`src/rtl/axi_lite_config_master.sv`:
```
// -----------------------------------------------------------------------------
// axi_lite_config_master
//
// Writes a block of REG_FILE_SIZE 32-bit configuration words to consecutive
// AXI-Lite registers (byte address idx*4). When VERIFY is non-zero, it then
// reads every register back and compares it with the word that was written.
// Any non-OKAY response or readback difference marks the sequence as failed.
// The index of the first failing register is kept. The sequence always runs
// to completion.
//
// Ports
//   m_axi_lite_aclk      : sole clock, rising edge
//   axi_resetn           : asynchronous active-low reset
//   start                : one-cycle request; accepted only when idle
//   cfg_data             : flattened config words, word i at [32*i +: 32]
//   busy                 : sequence in progress (through the FINISH cycle)
//   done                 : one-cycle pulse at sequence end
//   error / err_index    : sticky failure flag and first failing index
//   m_axi_lite_aw*/w*/b* : AXI-Lite write channels (one write outstanding)
//   m_axi_lite_ar*/r*    : AXI-Lite read channels (one read outstanding)
// -----------------------------------------------------------------------------
module axi_lite_config_master #(
   parameter  int REG_FILE_SIZE       = 8,
   parameter  int AXI_LITE_ADDR_WIDTH = 8,
   parameter  int VERIFY              = 1,
   localparam int IDX_W               = (REG_FILE_SIZE > 1) ? $clog2(REG_FILE_SIZE) : 1
) (
   input  logic                           m_axi_lite_aclk,
   input  logic                           axi_resetn,
   input  logic                           start,
   input  logic [32*REG_FILE_SIZE-1:0]    cfg_data,
   output logic                           busy,
   output logic                           done,
   output logic                           error,
   output logic [IDX_W-1:0]               err_index,
   output logic [AXI_LITE_ADDR_WIDTH-1:0] m_axi_lite_awaddr,
   output logic                           m_axi_lite_awvalid,
   input  logic                           m_axi_lite_awready,
   output logic [31:0]                    m_axi_lite_wdata,
   output logic [3:0]                     m_axi_lite_wstrb,
   output logic                           m_axi_lite_wvalid,
   input  logic                           m_axi_lite_wready,
   input  logic [1:0]                     m_axi_lite_bresp,
   input  logic                           m_axi_lite_bvalid,
   output logic                           m_axi_lite_bready,
   output logic [AXI_LITE_ADDR_WIDTH-1:0] m_axi_lite_araddr,
   output logic                           m_axi_lite_arvalid,
   input  logic                           m_axi_lite_arready,
   input  logic [31:0]                    m_axi_lite_rdata,
   input  logic [1:0]                     m_axi_lite_rresp,
   input  logic                           m_axi_lite_rvalid,
   output logic                           m_axi_lite_rready
);

   typedef enum logic [2:0] {
      IDLE,
      WADDR_DATA,
      WRESP,
      RADDR,
      RDATA,
      FINISH
   } state_t;

   state_t                           state, state_next;
   logic [IDX_W-1:0]                 idx;
   logic [32*REG_FILE_SIZE-1:0]      snapshot;
   logic                             aw_done, w_done;
   logic                             aw_hs, w_hs;
   logic                             last_idx;
   logic                             fail;
   logic [31:0]                      cur_word;
   logic [AXI_LITE_ADDR_WIDTH-1:0]   byte_addr;

   assign last_idx  = (idx == IDX_W'(REG_FILE_SIZE - 1));
   assign cur_word  = snapshot[32*idx +: 32];
   assign byte_addr = AXI_LITE_ADDR_WIDTH'({idx, 2'b00});

   // Address and data come straight from idx and the snapshot. Both reset to
   // zero, so these buses read zero while reset is held.
   assign m_axi_lite_awaddr = byte_addr;
   assign m_axi_lite_araddr = byte_addr;
   assign m_axi_lite_wdata  = cur_word;
   assign m_axi_lite_wstrb  = 4'hF;

   assign aw_hs = m_axi_lite_awvalid & m_axi_lite_awready;
   assign w_hs  = m_axi_lite_wvalid  & m_axi_lite_wready;

   assign fail = ((state == WRESP) && m_axi_lite_bvalid && (m_axi_lite_bresp != 2'b00)) ||
                 ((state == RDATA) && m_axi_lite_rvalid &&
                  ((m_axi_lite_rresp != 2'b00) || (m_axi_lite_rdata != cur_word)));

   // NOTE: state and datapath registers use non-blocking assignments so that
   // every flop samples values from before the clock edge.
   always_ff @(posedge m_axi_lite_aclk or negedge axi_resetn) begin
      if (!axi_resetn) state <= IDLE;
      else             state <= state_next;
   end

   // NOTE: every signal this block drives gets a default first. This stops
   // latches from being inferred on paths that do not assign them.
   always_comb begin
      state_next         = state;
      busy               = 1'b1;
      done               = 1'b0;
      m_axi_lite_awvalid = 1'b0;
      m_axi_lite_wvalid  = 1'b0;
      m_axi_lite_bready  = 1'b0;
      m_axi_lite_arvalid = 1'b0;
      m_axi_lite_rready  = 1'b0;
      case (state)
         IDLE: begin
            busy = 1'b0;
            if (start) state_next = WADDR_DATA;
         end
         WADDR_DATA: begin
            // Each channel drops its valid on its own handshake. The write
            // response phase waits until both channels have completed.
            m_axi_lite_awvalid = !aw_done;
            m_axi_lite_wvalid  = !w_done;
            if ((aw_done || (!aw_done && m_axi_lite_awready)) &&
                (w_done  || (!w_done  && m_axi_lite_wready)))
               state_next = WRESP;
         end
         WRESP: begin
            m_axi_lite_bready = 1'b1;
            if (m_axi_lite_bvalid) begin
               if (!last_idx)        state_next = WADDR_DATA;
               else if (VERIFY != 0) state_next = RADDR;
               else                  state_next = FINISH;
            end
         end
         RADDR: begin
            m_axi_lite_arvalid = 1'b1;
            if (m_axi_lite_arready) state_next = RDATA;
         end
         RDATA: begin
            m_axi_lite_rready = 1'b1;
            if (m_axi_lite_rvalid) state_next = last_idx ? FINISH : RADDR;
         end
         FINISH: begin
            done       = 1'b1;
            state_next = IDLE;
         end
         default: state_next = IDLE;
      endcase
   end

   // NOTE: the snapshot is a plain register bank, not a RAM. It is reset so
   // that wdata reads zero while reset is held.
   always_ff @(posedge m_axi_lite_aclk or negedge axi_resetn) begin
      if (!axi_resetn) begin
         idx       <= '0;
         snapshot  <= '0;
         aw_done   <= 1'b0;
         w_done    <= 1'b0;
         error     <= 1'b0;
         err_index <= '0;
      end else begin
         case (state)
            IDLE: if (start) begin
               snapshot  <= cfg_data;
               idx       <= '0;
               error     <= 1'b0;
               err_index <= '0;
            end
            WRESP: if (m_axi_lite_bvalid) idx <= last_idx ? '0 : idx + 1'b1;
            RDATA: if (m_axi_lite_rvalid && !last_idx) idx <= idx + 1'b1;
            default: ;
         endcase

         // The per-register handshake flags clear when the state leaves
         // WADDR_DATA, so the next register starts with both valids high.
         aw_done <= (state == WADDR_DATA) && (state_next == WADDR_DATA) && (aw_done || aw_hs);
         w_done  <= (state == WADDR_DATA) && (state_next == WADDR_DATA) && (w_done  || w_hs);

         if (fail && !error) begin
            error     <= 1'b1;
            err_index <= idx;
         end
      end
   end

endmodule
```
`config.mk`:
```
export PLATFORM = sky130hd
export DESIGN_NAME = axi_lite_config_master
export DESIGN_NICKNAME = d
export VERILOG_FILES = /design/src/rtl/axi_lite_config_master.sv
export SDC_FILE = /design/constraint.sdc
export NUM_CORES = 1
export LEC_CHECK = 0
export CAP_MARGIN = 10
export CORE_MARGIN = 8
export CORE_UTILIZATION = 52
export CTS_CLUSTER_DIAMETER = 100
export DETAILED_ROUTE_END_ITERATION = 12
export PLACE_DENSITY = 0.86
export SLEW_MARGIN = 10
export SYNTH_ARGS = -nofsm -noshare
export SYNTH_HDL_FRONTEND = slang
export SYNTH_SLANG_ARGS = --single-unit
```
`constraint.sdc`:
```
create_clock -name m_axi_lite_aclk -period 5.4 [get_ports m_axi_lite_aclk]
set_input_delay 1.08 -clock m_axi_lite_aclk [delete_from_list [all_inputs] [get_ports m_axi_lite_aclk]]
set_output_delay 1.08 -clock m_axi_lite_aclk [all_outputs]
set_load 0.02 [all_outputs]
```
==> results.sh <==
export IMPL_maxSlewHeadroom_pct=28.4
export IMPL_hold_buffers=0
export IMPL_gp_routability_congestion=0.840
export IMPL_grt_use_met2_pct=45.4
export IMPL_timing_setup_tns_ps=0
export IMPL_final_seq_area_um2=6720
export IMPL_timing_final_crit_period_ps=4640
export IMPL_worst_hold_path_type="flop to flop"
export IMPL_io_pin_count=363
export IMPL_finalClockSkew_ps=16.5
export IMPL_fillers=1807
export IMPL_grt_use_met1_pct=34.0
export IMPL_pwr_density_cell_nw_per_um2=573
export IMPL_grt_first_pass_wirelength_mm=65.4
export IMPL_placeableCoreArea_um2=24300
export IMPL_final_min_period_over_clock_period_pct=85.8
export IMPL_synth_edff_count=0
export IMPL_timing_critical_path_to_type="primary output"
export IMPL_clkTransAtPathRegs_ps=60
export IMPL_post_synth_main_area_contributors="sky130_fd_sc_hd__dfrtp_1, sky130_fd_sc_hd__nand2_1, sky130_fd_sc_hd__mux4_2"
export IMPL_gr_max_usage_layer="met2"
export IMPL_portBuffers=348
export IMPL_final_max_slew_viol_count=0
export IMPL_die_height_um=173
export IMPL_finalNetCount=2059
export IMPL_detailedPlacementHpwl_mm=30.4
export IMPL_sum_of_overflow_across_all_layers_after_global_routing=0
export IMPL_setup_violations_final=0
export IMPL_cp_slowest_stage_delay_ps=1130
export IMPL_postSynthCellCount=1452
export IMPL_synth_largest_area_cell="sky130_fd_sc_hd__dfrtp_1"
export IMPL_route_detailed_drc=0
export IMPL_detail_route_vias_per_cell=5.37
export IMPL_synthesis_warning_total=0
export IMPL_timing_critical_path_slowest_stage_cell="sky130_fd_sc_hd__dfrtp_4"
export IMPL_clock_tree_root_cell="sky130_fd_sc_hd__clkbuf_16"
export IMPL_synth_cell_area_um2=12900
export IMPL_fmaxAchievable_mhz=216
export IMPL_critPathLaunchType="flop"
export IMPL_grt_usage_pct=27.3
export IMPL_power_static_leakage_nw=8.38
export IMPL_final_hold_viol_count=0
export IMPL_final_common_cell="sky130_fd_sc_hd__nand2_1"
export IMPL_final_layout_size_suffix_gt1_share_pct=7.43
export IMPL_grt_use_met3_pct=6.95
export IMPL_unique_masters_post_synth=50
export IMPL_cap_violations=0
export IMPL_fp_row_count=57
export IMPL_effective_utilization_at_floorplan_pct=52.9
export IMPL_required_ps=4320
export IMPL_post_cts_resized_instances=0
export IMPL_layout_common_cells="sky130_fd_sc_hd__nand2_1, sky130_fd_sc_hd__clkdlybuf4s50_1, sky130_fd_sc_hd__dfrtp_1, sky130_fd_sc_hd__mux2i_1, sky130_fd_sc_hd__mux4_2"
export IMPL_vias=11300
export IMPL_async_flop_share_pct=100
export IMPL_fin_area_um2=17400
export IMPL_initialDrtViolationCount=1079
export IMPL_clock_latency_reported_for_the_late_side_of_the_worst_skew_pair_ps=540
export IMPL_cts_tree="yes"
export IMPL_grt_start_max_net_pins=118
export IMPL_power_ir_vdd_worst_v=0.000422
export IMPL_total_wire_length_after_detailed_routing_mm=42.1
export IMPL_post_cts_buffers=0
export IMPL_syn_avg_cell_area_um2=8.85
export IMPL_multi_input_comb_area_um2=5650
export IMPL_die_w_um=173
export IMPL_worst_slew_pin_transition_ps=1070
export IMPL_via_count_of_the_first_global_routing_pass=11600
export IMPL_place_area_um2=16400
export IMPL_ffs_latches_synth=268
export IMPL_ctsLongestPathBuffers=3
export IMPL_dieArea_um2=30000
export IMPL_run_status="finished clean"
export IMPL_synth_seq_area_share_pct=52.2
export IMPL_cts_buffers=29
export IMPL_drt_antenna_violating_nets=0
export IMPL_timing_critical_path_fanout_max=60
export IMPL_timing_critical_path_arrival_ps=3560
export IMPL_rsz0062_at_grt="no"
export IMPL_dominantRegCellSynth="sky130_fd_sc_hd__dfrtp_1"
export IMPL_ctsHtreeMaxLevel=1
export IMPL_worstPathCellList="nor2b_1 > a221oi_1 > clkdlybuf4s50_1"
export IMPL_drt_pre_antenna_iters=5
export IMPL_area_growth_synth_to_final_pct=35.3
export IMPL_initial_antenna_violation_count=4
export IMPL_synth_top_area_share_pct=52.2
export IMPL_worst_setup_path_type="flop to primary output"
export IMPL_tritoncts_num_sinks=268
export IMPL_drt_wirelength_per_cell_um=20.0
==> path summary, 6_finish.rpt <==
check                               from                   end  slack (ps)  depth (start not counted)
hold / removal             snapshot[231]         snapshot[231]         470                          2
min in group asynchronous     axi_resetn         snapshot[108]         610                          1
setup reg to reg                  idx[2]                 error        1620                          9
setup / recovery                  idx[1]  m_axi_lite_wdata[13]         760                          3
max in group asynchronous     axi_resetn         snapshot[152]        3650                          2
hold reg to reg            snapshot[231]         snapshot[231]         470                          2
==> metrics by stage <==
| step | hold slack [ps] | setup WS, ps | util [%] | total power, mW | std cells |
|---|---|---|---|---|---|
| floorplan | 438 | 2300 | - | 6.26 | 1464 |
| global placement | 452 | 1360 | 67.6 | 7.77 | 2050 |
| detailed placement | 457 | 1340 | 67.6 | 7.95 | 2050 |
| CTS | 472 | 753 | 71.5 | 9.99 | 2101 |
| global route | 484 | 604 | 71.5 | 10.6 | 2104 |
| finish | 470 | 765 | 71.5 | 9.97 | 2104 |
==> synthesized netlist by cell type (7+ instances only) <==
cell type,instances
sky130_fd_sc_hd__o22ai_1,13
sky130_fd_sc_hd__mux2i_1,41
sky130_fd_sc_hd__xor2_1,7
sky130_fd_sc_hd__o21ai_0,8
sky130_fd_sc_hd__nand2_1,820
sky130_fd_sc_hd__dfrtp_1,268
sky130_fd_sc_hd__mux4_2,34
sky130_fd_sc_hd__inv_1,15
sky130_fd_sc_hd__mux2_2,29
sky130_fd_sc_hd__nor2_1,20
sky130_fd_sc_hd__buf_4,20
sky130_fd_sc_hd__xnor2_1,23
sky130_fd_sc_hd__buf_2,10
sky130_fd_sc_hd__clkbuf_1,63
==> worst max-delay path, delay by kind of cell (launching register included) <==
family	cells	cell delay [ps]
buf+inv	1	760
flops	1	1130
simple gates	1	230
compound gates	1	840
==> cells by family (layout without fill, tap and decap cells) <==
logic type | Yosys count | in the layout | synth area share (%)
xor+xnor | 30 | 30 | 2.04
fa+ha+maj | 2 | 2 | 0.195
simple gates | 879 | 879 | 26.6
mux | 105 | 105 | 11.8
other cells | 2 | 17 | 0.0584
buf+inv | 114 | 427 | 4.30
flops | 268 | 268 | 52.2
compound gates | 52 | 52 | 2.86
==> power breakdown <==
group / switching (mW) / internal, mW / total [mW]
registers: 0.670 / 2.96 / 3.63
clock network: 0.814 / 1.18 / 1.99
logic: 2.46 / 1.88 / 4.34
==> flip-flops by register name, indices dropped and copies added, names as in the netlist <==
register	flops
idx	3
state	3
err_index	3
w_done	1
snapshot	256
error	1
aw_done	1
==> per-layer routing <==
metal,up-vias,wire length [um]
met4,2,1720
met3,94,3490
li1,5202,-
met5,-,13
met1,5470,16500
met2,527,20400
==> area by class of cell <==
class                           count  share of cell area (%)
Timing Repair Buffer              360                    20.8
Sequential cell                   268                    38.6
Multi-Input combinational cell   1082                    32.5
Antenna cell                        3                  0.0432
Tap cell                          324                    2.33
Inverter                           16                   0.345
Clock buffer                       39                    4.62
Clock inverter                     12                   0.806
No activity file was read; power rests on OpenSTA's default activity.
